`config.mk`:
```
export PLATFORM = sky130hd
export DESIGN_NAME = uart_cmd_ctrl
export DESIGN_NICKNAME = d
export VERILOG_FILES = /design/src/rtl/uart_cmd_ctrl.sv
export SDC_FILE = /design/constraint.sdc
export NUM_CORES = 1
export LEC_CHECK = 0
export ABC_AREA = 1
export BUFFER_PORTS_ARGS = -buffer_cell sky130_fd_sc_hd__clkbuf_2
export CAP_MARGIN = 5
export CORE_MARGIN = 2
export CORE_UTILIZATION = 50
export DETAILED_ROUTE_END_ITERATION = 6
export PLACE_DENSITY = 0.76
export SLEW_MARGIN = 40
export SYNTH_ARGS = -nofsm -noshare
export SYNTH_HDL_FRONTEND = slang
export SYNTH_SLANG_ARGS = --single-unit
```
`constraint.sdc`:
```
create_clock -name clk -period 1.5 [get_ports clk]
set_input_delay 0.225 -clock clk [delete_from_list [all_inputs] [get_ports clk]]
set_output_delay 0.225 -clock clk [all_outputs]
set_load 0.005 [all_outputs]
```
`src/rtl/uart_cmd_ctrl.sv`:
```
`default_nettype none
// ============================================================================
// Module   : uart_cmd_ctrl
// Brief    : Framed UART command parser issuing register reads/writes and
//            returning ACK/NAK/read data; optional checksum via
//            UART_CMD_CHECKSUM_EN.
// Revision : 1.0 - initial release
// ============================================================================
module uart_cmd_ctrl #(
  parameter int          ADDR_W      = 8,
  parameter int          TIMEOUT_CYC = 1000000,
  parameter logic [7:0]  HDR_BYTE    = 8'hA5
) (
  input  logic              clk,
  input  logic              i_rst,
  input  logic [7:0]        i_rx_data,
  input  logic              i_rx_data_valid,
  output logic              o_tx_en,
  output logic [7:0]        o_tx_data,
  input  logic              i_tx_buffer_full,
  output logic              o_reg_wr,
  output logic              o_reg_rd,
  output logic [ADDR_W-1:0] o_reg_addr,
  output logic [7:0]        o_reg_wdata,
  input  logic [7:0]        i_reg_rdata,
  output logic              o_busy,
  output logic              o_err_timeout
);

  localparam int CNT_W = (TIMEOUT_CYC > 1) ? $clog2(TIMEOUT_CYC) : 1;
  localparam logic [CNT_W-1:0] c_TO_LAST = CNT_W'(TIMEOUT_CYC - 1);

  localparam logic [7:0] c_CMD_WR = 8'h01;
  localparam logic [7:0] c_CMD_RD = 8'h02;
  localparam logic [7:0] c_ACK    = 8'h5A;
  localparam logic [7:0] c_NAK    = 8'hEE;

  localparam logic [3:0] c_ST_IDLE   = 4'd0;
  localparam logic [3:0] c_ST_CMD    = 4'd1;
  localparam logic [3:0] c_ST_ADDR   = 4'd2;
  localparam logic [3:0] c_ST_DATA   = 4'd3;
  localparam logic [3:0] c_ST_EXEC   = 4'd4;
  localparam logic [3:0] c_ST_RDWAIT = 4'd5;
  localparam logic [3:0] c_ST_ACK    = 4'd6;
  localparam logic [3:0] c_ST_TXD    = 4'd7;
  localparam logic [3:0] c_ST_NAK    = 4'd8;
`ifdef UART_CMD_CHECKSUM_EN
  localparam logic [3:0] c_ST_CSUM   = 4'd9;
`endif

  logic [3:0]        r_state;
  logic              r_is_rd;
  logic [ADDR_W-1:0] r_addr;
  logic [7:0]        r_wdata;
  logic [7:0]        r_rdata;
  logic [CNT_W-1:0]  r_cnt;
`ifdef UART_CMD_CHECKSUM_EN
  logic [7:0]        r_csum;
`endif

  logic       w_in_frame;
  logic       w_timeout;
  logic [3:0] w_after_payload;

  always_comb begin
    w_in_frame = (r_state == c_ST_CMD) || (r_state == c_ST_ADDR) ||
                 (r_state == c_ST_DATA)
`ifdef UART_CMD_CHECKSUM_EN
                 || (r_state == c_ST_CSUM)
`endif
                 ;
    w_timeout = w_in_frame && (r_cnt == c_TO_LAST);
`ifdef UART_CMD_CHECKSUM_EN
    w_after_payload = c_ST_CSUM;
`else
    w_after_payload = c_ST_EXEC;
`endif
  end

  always_ff @(posedge clk) begin
    if (i_rst) begin
      r_state <= c_ST_IDLE;
      r_is_rd <= 1'b0;
      r_addr  <= '0;
      r_wdata <= '0;
      r_rdata <= '0;
      r_cnt   <= '0;
`ifdef UART_CMD_CHECKSUM_EN
      r_csum  <= '0;
`endif
    end else begin
      if (w_in_frame && !w_timeout && !i_rx_data_valid)
        r_cnt <= r_cnt + 1'b1;
      else
        r_cnt <= '0;

      case (r_state)
        c_ST_IDLE: begin
          if (i_rx_data_valid && (i_rx_data == HDR_BYTE))
            r_state <= c_ST_CMD;
        end
        c_ST_CMD: begin
          if (w_timeout) begin
            r_state <= c_ST_IDLE;
          end else if (i_rx_data_valid) begin
            if ((i_rx_data == c_CMD_WR) || (i_rx_data == c_CMD_RD)) begin
              r_is_rd <= (i_rx_data == c_CMD_RD);
              r_state <= c_ST_ADDR;
`ifdef UART_CMD_CHECKSUM_EN
              r_csum  <= i_rx_data;
`endif
            end else begin
              r_state <= c_ST_NAK;
            end
          end
        end
        c_ST_ADDR: begin
          if (w_timeout) begin
            r_state <= c_ST_IDLE;
          end else if (i_rx_data_valid) begin
            r_addr  <= ADDR_W'(i_rx_data);
            r_state <= r_is_rd ? w_after_payload : c_ST_DATA;
`ifdef UART_CMD_CHECKSUM_EN
            r_csum  <= r_csum ^ i_rx_data;
`endif
          end
        end
        c_ST_DATA: begin
          if (w_timeout) begin
            r_state <= c_ST_IDLE;
          end else if (i_rx_data_valid) begin
            r_wdata <= i_rx_data;
            r_state <= w_after_payload;
`ifdef UART_CMD_CHECKSUM_EN
            r_csum  <= r_csum ^ i_rx_data;
`endif
          end
        end
`ifdef UART_CMD_CHECKSUM_EN
        c_ST_CSUM: begin
          if (w_timeout)
            r_state <= c_ST_IDLE;
          else if (i_rx_data_valid)
            r_state <= (i_rx_data == r_csum) ? c_ST_EXEC : c_ST_NAK;
        end
`endif
        c_ST_EXEC:   r_state <= r_is_rd ? c_ST_RDWAIT : c_ST_ACK;
        c_ST_RDWAIT: begin
          r_rdata <= i_reg_rdata;
          r_state <= c_ST_ACK;
        end
        c_ST_ACK: begin
          if (!i_tx_buffer_full)
            r_state <= r_is_rd ? c_ST_TXD : c_ST_IDLE;
        end
        c_ST_TXD, c_ST_NAK: begin
          if (!i_tx_buffer_full)
            r_state <= c_ST_IDLE;
        end
        default: r_state <= c_ST_IDLE;
      endcase
    end
  end

  // Strobes are gated by reset so a pending response or register access is
  // suppressed in the very cycle reset is asserted.
  always_comb begin
    o_tx_en       = 1'b0;
    o_tx_data     = 8'h00;
    case (r_state)
      c_ST_ACK: o_tx_data = c_ACK;
      c_ST_TXD: o_tx_data = r_rdata;
      c_ST_NAK: o_tx_data = c_NAK;
      default:  o_tx_data = 8'h00;
    endcase
    if ((r_state == c_ST_ACK) || (r_state == c_ST_TXD) || (r_state == c_ST_NAK))
      o_tx_en = !i_tx_buffer_full && !i_rst;
    o_reg_wr      = (r_state == c_ST_EXEC) && !r_is_rd && !i_rst;
    o_reg_rd      = (r_state == c_ST_EXEC) &&  r_is_rd && !i_rst;
    o_reg_addr    = r_addr;
    o_reg_wdata   = r_wdata;
    o_busy        = (r_state != c_ST_IDLE);
    o_err_timeout = w_timeout && !i_rst;
  end

endmodule
`default_nettype wire

```
==> flow_metrics.py, run 1 <==
metrics = {
    "min_path": {
        "whs_endpoint": "r_rdata[4]$_SDFFE_PP0P_",
        "hold_class": "in -> reg",
        "min_path_cells": 3,
        "hold_start": "i_reg_rdata[4]",
    },
    "synth": {
        "yosysWarnings": 0,
        "ys.flop_type": "dfxtp_1",
        "yosysSeqAreaShare_pct": 37.7,
        "synth_compound_area_share_pct": 8.69,
        "synth_top_area_share_pct": 37.7,
        "synthAdderAreaFrac_pct": 0.480,
        "syn_area_um2": 2600,
        "synth_top_family_by_area": "simple AND/OR/NAND/NOR gates",
        "syn_inst": 374,
        "synth_xor_area_share_pct": 2.02,
        "synth_edf_count": 0,
        "synth_mux_area_share_pct": 0,
        "yosys.area.top_type": "dfxtp_1",
        "syn_area_per_cell_um2": 6.97,
        "synth-simple-area-share_pct": 42.1,
        "synth_cell_type_count": 38,
        "async_flop_share_pct": 0,
        "syn-num-nets": 395,
        "ys_top_cells_by_area": "dfxtp_1, nand2_1, nor2_1",
        "synth_seq_cells": 49,
    },
    "worst_setup_path": {
        "crit_arrival_ps": 1450,
        "crit_path_max_fanout": 2,
        "criticalPathCategory": "reg -> out",
        "slowest_stage": "dfxtp_4",
        "required_ps": 1270,
        "r2r_cells": 9,
        "crit_start": "r_cnt[6]$_SDFF_PP0_",
        "crit_top_cell": "nand4_1",
        "crit_path_max_incr_delay_ps": 360,
        "crit_family": "simple AND/OR/NAND/NOR gates",
        "cp_num_buf_inv": 2,
        "r2r-end": "o_reg_addr[6]$_SDFFE_PP0P_",
        "rr_startpoint": "r_cnt[1]$_SDFF_PP0_",
        "r2r_setup_slack_ps": -90,
        "start_kind": "register",
        "crit_chain": "inv_4 > nand4_1 > nor2_4 > nand4_1 > nor2_2 > buf_2",
        "crit_path_end_kind": "output port",
    },
    "sta": {
        "rsz0062_at_grt": "yes",
        "final_max_slew_viol_count": 0,
        "period_needed_ps": 1670,
        "hold_violations": 0,
        "fmax_mhz": 598,
        "max_slew_margin_pct": 70.6,
        "finClkSkew_ps": 11.0,
        "layout_setup_ws_ps": -172,
        "finalCritPeriodShare_pct": 111,
        "finalSetupViolations": 27,
        "setup_tns_ps": -1550,
        "tightest_slew_ps": 440,
    },
    "floorplanning": {
        "core_area_um2": 5070,
        "ioPinCount": 49,
        "die_y_um": 76.2,
        "dieWidth_um": 76.2,
        "dieArea_um2": 5800,
        "rows": 26,
        "start_util_pct": 51.3,
    },
    "pwr": {
        "vdd_drop_max_v": 0.000779,
        "powerDensity_nw_per_um2": 810,
        "p_leak_nw": 1.71,
    },
    "clock_network": {
        "clk_transition_reported_paths_ps": 100,
        "cts_sinks": 49,
        "cts_tree": "built",
        "htreeDepth": 2,
        "clk_latency_ps": 310,
        "cts_buffers": 5,
        "cts_root_buf": "clkbuf_8",
        "clockBufferDepth": 2,
    },
    "final_layout": {
        "layout_common_cells": "nand2_1, nor2_1, buf_4",
        "diodes": 0,
        "layout.nets": 498,
        "postLayoutCellArea_um2": 3750,
        "multi_input_area_um2": 1660,
        "syn2layout_area_growth_pct": 43.8,
        "area.sequential_um2": 1020,
        "final_common_cell": "nand2_1",
        "final_layout_size_suffix_gt1_share_pct": 46.4,
        "num-fill-cells": 390,
    },
    "status": {
        "status": "finished with violations",
        "violations": "setup timing",
    },
    "routing": {
        "wirelength_mm": 7.32,
        "firstDrtPassIters": 5,
        "num_vias": 2790,
        "ant_nets": 0,
        "wl_per_cell_um": 13.4,
        "drc_errors": 0,
        "drt_iter0_markers": 129,
        "viasPerCell": 5.09,
    },
    "global_route": {
        "grt_max_degree": 18,
        "grt-ovfl-total": 0,
        "grt_pass1_wl_mm": 10.8,
        "grt_pass1_vias": 2497,
        "antenna_found_initial": 0,
        "grt_use_total_pct": 22.6,
    },
    "placed_design": {
        "dp_slack_ps": -92.3,
        "placed_cell_area_um2": 3040,
        "io_buffers": 48,
        "place_congestion": 0.824,
        "hpwl_mm": 4.22,
    },
    "run": {
        "cap_violations": 0,
    },
}
routing by layer:
metal	track usage (%)	share of wire, %	vias to the layer above
met4	8.73	2.4	0
met5	0	0	-
met3	5.09	4.5	15
met2	39.6	53	84
li1	-	-	1393
met1	27.0	40	1298
synth_stat cells (2+ instances only):
| cell | count |
|---|---|
| a21oi_2 | 3 |
| nand4_4 | 2 |
| nor2_4 | 6 |
| nand2_1 | 78 |
| or2_2 | 6 |
| buf_6 | 2 |
| xor2_1 | 4 |
| nor2_1 | 60 |
| inv_1 | 44 |
| xnor2_1 | 2 |
| nor3_1 | 6 |
| nand4_1 | 4 |
| dfxtp_1 | 49 |
| nand2_2 | 8 |
| nand3_2 | 4 |
| inv_2 | 6 |
| clkbuf_1 | 3 |
| nor3b_1 | 2 |
| nand3_1 | 26 |
| a31oi_1 | 3 |
| a21oi_1 | 20 |
| o21ai_0 | 14 |
| nor2_2 | 7 |
area by class of cell:
type	instances	share of cell area [%]
Multi-Input combinational cell	268	44.2
Sequential cell	49	27.2
Timing Repair Buffer	101	17.9
Inverter	52	5.88
Tap cell	70	2.34
Clock buffer	5	1.84
Clock inverter	3	0.601
worst max-delay path by stage:
stage | end | slack [ps] | cells past startpoint
after CTS | o_err_timeout | -190 | 6
after global routing | o_err_timeout | -260 | 6
after global placement | o_reg_addr[5]$_SDFFE_PP0P_ | -20 | 9
after floorplan | r_cnt[16]$_SDFF_PP0_ | 10 | 9
after detailed placement | o_reg_addr[6]$_SDFFE_PP0P_ | -90 | 9
final | o_err_timeout | -170 | 6
power by group:
| group | internal, mW | switching (mW) |
|---|---|---|
| sequential | 1.32 | 0.0368 |
| combinational | 0.396 | 0.467 |
| clock | 0.328 | 0.487 |
| total | 2.04 | 0.991 |
tightest hold or removal path, delay by kind of cell:
kind	cells	cell delay [ps]
buffers and inverters	1	70
AO/OA/AOI/OAI	1	70
AND/OR/NAND/NOR	1	70
state kept, by name (all words and copies together), names as in the netlist:
signal / flops
r_is_rd: 1
r_state: 4
r_cnt: 20
o_reg_wdata: 8
r_rdata: 8
o_reg_addr: 8
repair_timing:
| action | CTS | global route |
|---|---|---|
| hold buffers | 0 | 0 |
| buffers inserted | 21 | 13 |
| gates resized for setup | 55 | 64 |
| setup endpoints to repair | 51 | 54 |
| pin swaps | 19 | 20 |
| cloned | 0 | 1 |
logic make-up after synthesis:
kind of cell             count (synthesis)
AND/OR/NAND/NOR                        218
adder cells (fa/ha/maj)                  1
flip-flops                              49
buffers and inverters                   58
AO/OA/AOI/OAI                           42
XOR/XNOR                                 6
stage by stage:
| step | power (mW) | cells | utilization [%] | hold WS [ps] |
|---|---|---|---|---|
| floorplan | 1.73 | 374 | - | 360 |
| global placement | 1.94 | 505 | 59.8 | 439 |
| detailed placement | 1.94 | 505 | 59.8 | 443 |
| CTS | 2.92 | 534 | 67.7 | 165 |
| global route | 3.14 | 548 | 73.8 | 185 |
| finish | 3.04 | 548 | 73.8 | 157 |
Power figures use the tool's default switching activity.
==> run 2, diff against run 1 <==
--- a/config.mk
+++ b/config.mk
@@ -12,7 +12,9 @@
 export CORE_UTILIZATION = 50
 export DETAILED_ROUTE_END_ITERATION = 6
 export PLACE_DENSITY = 0.76
+export SKIP_CTS_REPAIR_TIMING = 1
 export SLEW_MARGIN = 40
 export SYNTH_ARGS = -nofsm -noshare
 export SYNTH_HDL_FRONTEND = slang
 export SYNTH_SLANG_ARGS = --single-unit
+export TNS_END_PERCENT = 10
==> flow_metrics.py, run 2 (synthesis gave the netlist of run 1 again) <==
metrics = {
    "final_layout": {
        "num-fill-cells": 441,
        "syn2layout_area_growth_pct": 30.0,
        "final_common_cell": "nand2_1",
        "largest-register": "r_cnt",
        "diodes": 0,
        "multi_input_area_um2": 1510,
        "final_layout_size_suffix_gt1_share_pct": 38.0,
        "largest_reg_flops": 20,
        "layout.nets": 473,
        "layout_common_cells": "nand2_1, nor2_1, clkbuf_2",
        "area.sequential_um2": 1010,
        "fin_util_pct": 66.7,
    },
    "pwr": {
        "p_leak_nw": 1.54,
        "combPwrFrac_pct": 23.5,
        "intPower_mw": 1.92,
        "p_clk_share_pct": 28.3,
        "powerDensity_nw_per_um2": 827,
        "switching_share_pct": 31.4,
        "vdd_drop_max_v": 0.000660,
        "power_switching_mw": 0.878,
        "seq_power_share_pct": 48.3,
    },
    "clock_network": {
        "cts_buffers": 5,
        "cts_root_buf": "clkbuf_8",
        "cts_tree": "built",
        "clk_latency_ps": 300,
        "clk_transition_reported_paths_ps": 90,
        "clockBufferDepth": 2,
        "htreeDepth": 2,
        "cts_sinks": 49,
    },
    "sta": {
        "tightest_slew_ps": 460,
        "finalCritPeriodShare_pct": 115,
        "final_max_slew_viol_count": 0,
        "hold_violations": 0,
        "finClkSkew_ps": 5.05,
        "period_needed_ps": 1730,
        "max_slew_margin_pct": 69.3,
        "layout_setup_ws_ps": -231,
        "fin_hold_ws_ps": 168,
        "finalSetupViolations": 18,
        "rsz0062_at_grt": "yes",
        "fmax_mhz": 578,
    },
    "global_route": {
        "grt_use_total_pct": 20.4,
        "grt-ovfl-total": 0,
        "grt_pass1_vias": 2309,
        "grt_max_degree": 18,
        "antenna_found_initial": 0,
        "grt_pass1_wl_mm": 9.77,
    },
    "placed_design": {
        "io_buffers": 48,
        "place_congestion": 0.824,
        "hpwl_mm": 4.22,
        "dp_slack_ps": -92.3,
    },
    "worst_setup_path": {
        "rr_startpoint": "r_cnt[0]$_SDFF_PP0_",
        "r2r_setup_slack_ps": -70,
        "crit_start": "r_state[2]$_SDFFE_PP0P_",
        "r2r-end": "r_state[3]$_SDFFE_PP0P_",
        "crit_path_max_incr_delay_ps": 380,
        "required_ps": 1270,
        "crit_path_max_fanout": 4,
        "criticalPathCategory": "reg -> out",
        "crit_arrival_ps": 1510,
        "endpoint": "o_err_timeout",
        "start_kind": "register",
        "slowest_stage": "dfxtp_4",
        "crit_chain": "nor2_4 > inv_2 > nor2_8 > nand4_1 > nor2_2 > buf_2",
        "r2r_cells": 8,
        "crit_path_end_kind": "output port",
    },
    "routing": {
        "num_vias": 2546,
        "wl_per_cell_um": 11.5,
        "drc_errors": 0,
        "viasPerCell": 4.87,
        "wirelength_mm": 6.02,
        "ant_nets": 0,
        "drt_iter0_markers": 113,
        "firstDrtPassIters": 4,
    },
    "floorplanning": {
        "dieWidth_um": 76.2,
        "die_y_um": 76.2,
        "dieArea_um2": 5800,
        "core_area_um2": 5070,
        "rows": 26,
        "ioPinCount": 49,
        "start_util_pct": 51.3,
    },
    "min_path": {
        "hold_class": "in -> reg",
    },
    "run": {
        "cap_violations": 0,
    },
    "status": {
        "violations": "setup timing",
        "status": "finished with violations",
    },
}
-- run 2: power groups by stage --
stage                     combinational [mW]  sequential [mW]  clock [mW]
after CTS                              0.561             1.35       0.807
after floorplan                        0.358             1.37           0
final                                  0.658             1.35       0.791
after global routing                   0.718             1.35       0.865
after global placement                 0.557             1.38           0
after detailed placement               0.558             1.38           0
-- run 2: layer usage --
layer / up-vias / global-route usage, % / part of all wire (%)
li1: 1332 / - / -
met1: 1171 / 25.1 / 44
met2: 35 / 35.1 / 51
met3: 8 / 4.74 / 3.3
met4: 0 / 6.91 / 1.4
met5: - / 0 / 0
-- run 2: worst max-delay path, delay by kind of cell (launching register included) --
family / cells / cell delay, ps
flip-flops: 1 / 380
AND/OR/NAND/NOR: 4 / 600
buffers and inverters: 2 / 230
-- run 2: worst min-delay path by stage --
stage                                        from  depth (start not counted)  slack (ps)                           to
after CTS                          i_reg_rdata[4]                          3         160      r_rdata[4]$_SDFFE_PP0P_
final                              i_reg_rdata[5]                          3         170      r_rdata[5]$_SDFFE_PP0P_
after global placement    r_rdata[3]$_SDFFE_PP0P_                          2         440      r_rdata[3]$_SDFFE_PP0P_
after global routing               i_reg_rdata[5]                          3         170      r_rdata[5]$_SDFFE_PP0P_
after floorplan                      i_rx_data[0]                          2         360  o_reg_wdata[0]$_SDFFE_PP0P_
after detailed placement  r_rdata[3]$_SDFFE_PP0P_                          2         440      r_rdata[3]$_SDFFE_PP0P_
-- run 2: metrics by stage --
stage	power (mW)	setup TNS [ps]	cell area [µm²]	cells
6_report	2.80	-1360	3390	523
5_1_grt	2.94	-5620	3390	523
4_1_cts	2.72	-5720	3130	513
3_5_place_dp	1.94	-2000	3040	505
3_3_place_gp	1.94	-225	3040	505
2_1_floorplan	1.73	0	2610	374
-- run 2: area by class of cell --
class                   instances  share of cell area (%)
multi-input cells             267                    44.7
flip-flops and latches         49                    29.9
repair buffers                 77                    13.9
inverters                      52                    6.28
well taps                      70                    2.59
clock buffers                   5                    2.03
clock inverters                 3                   0.665
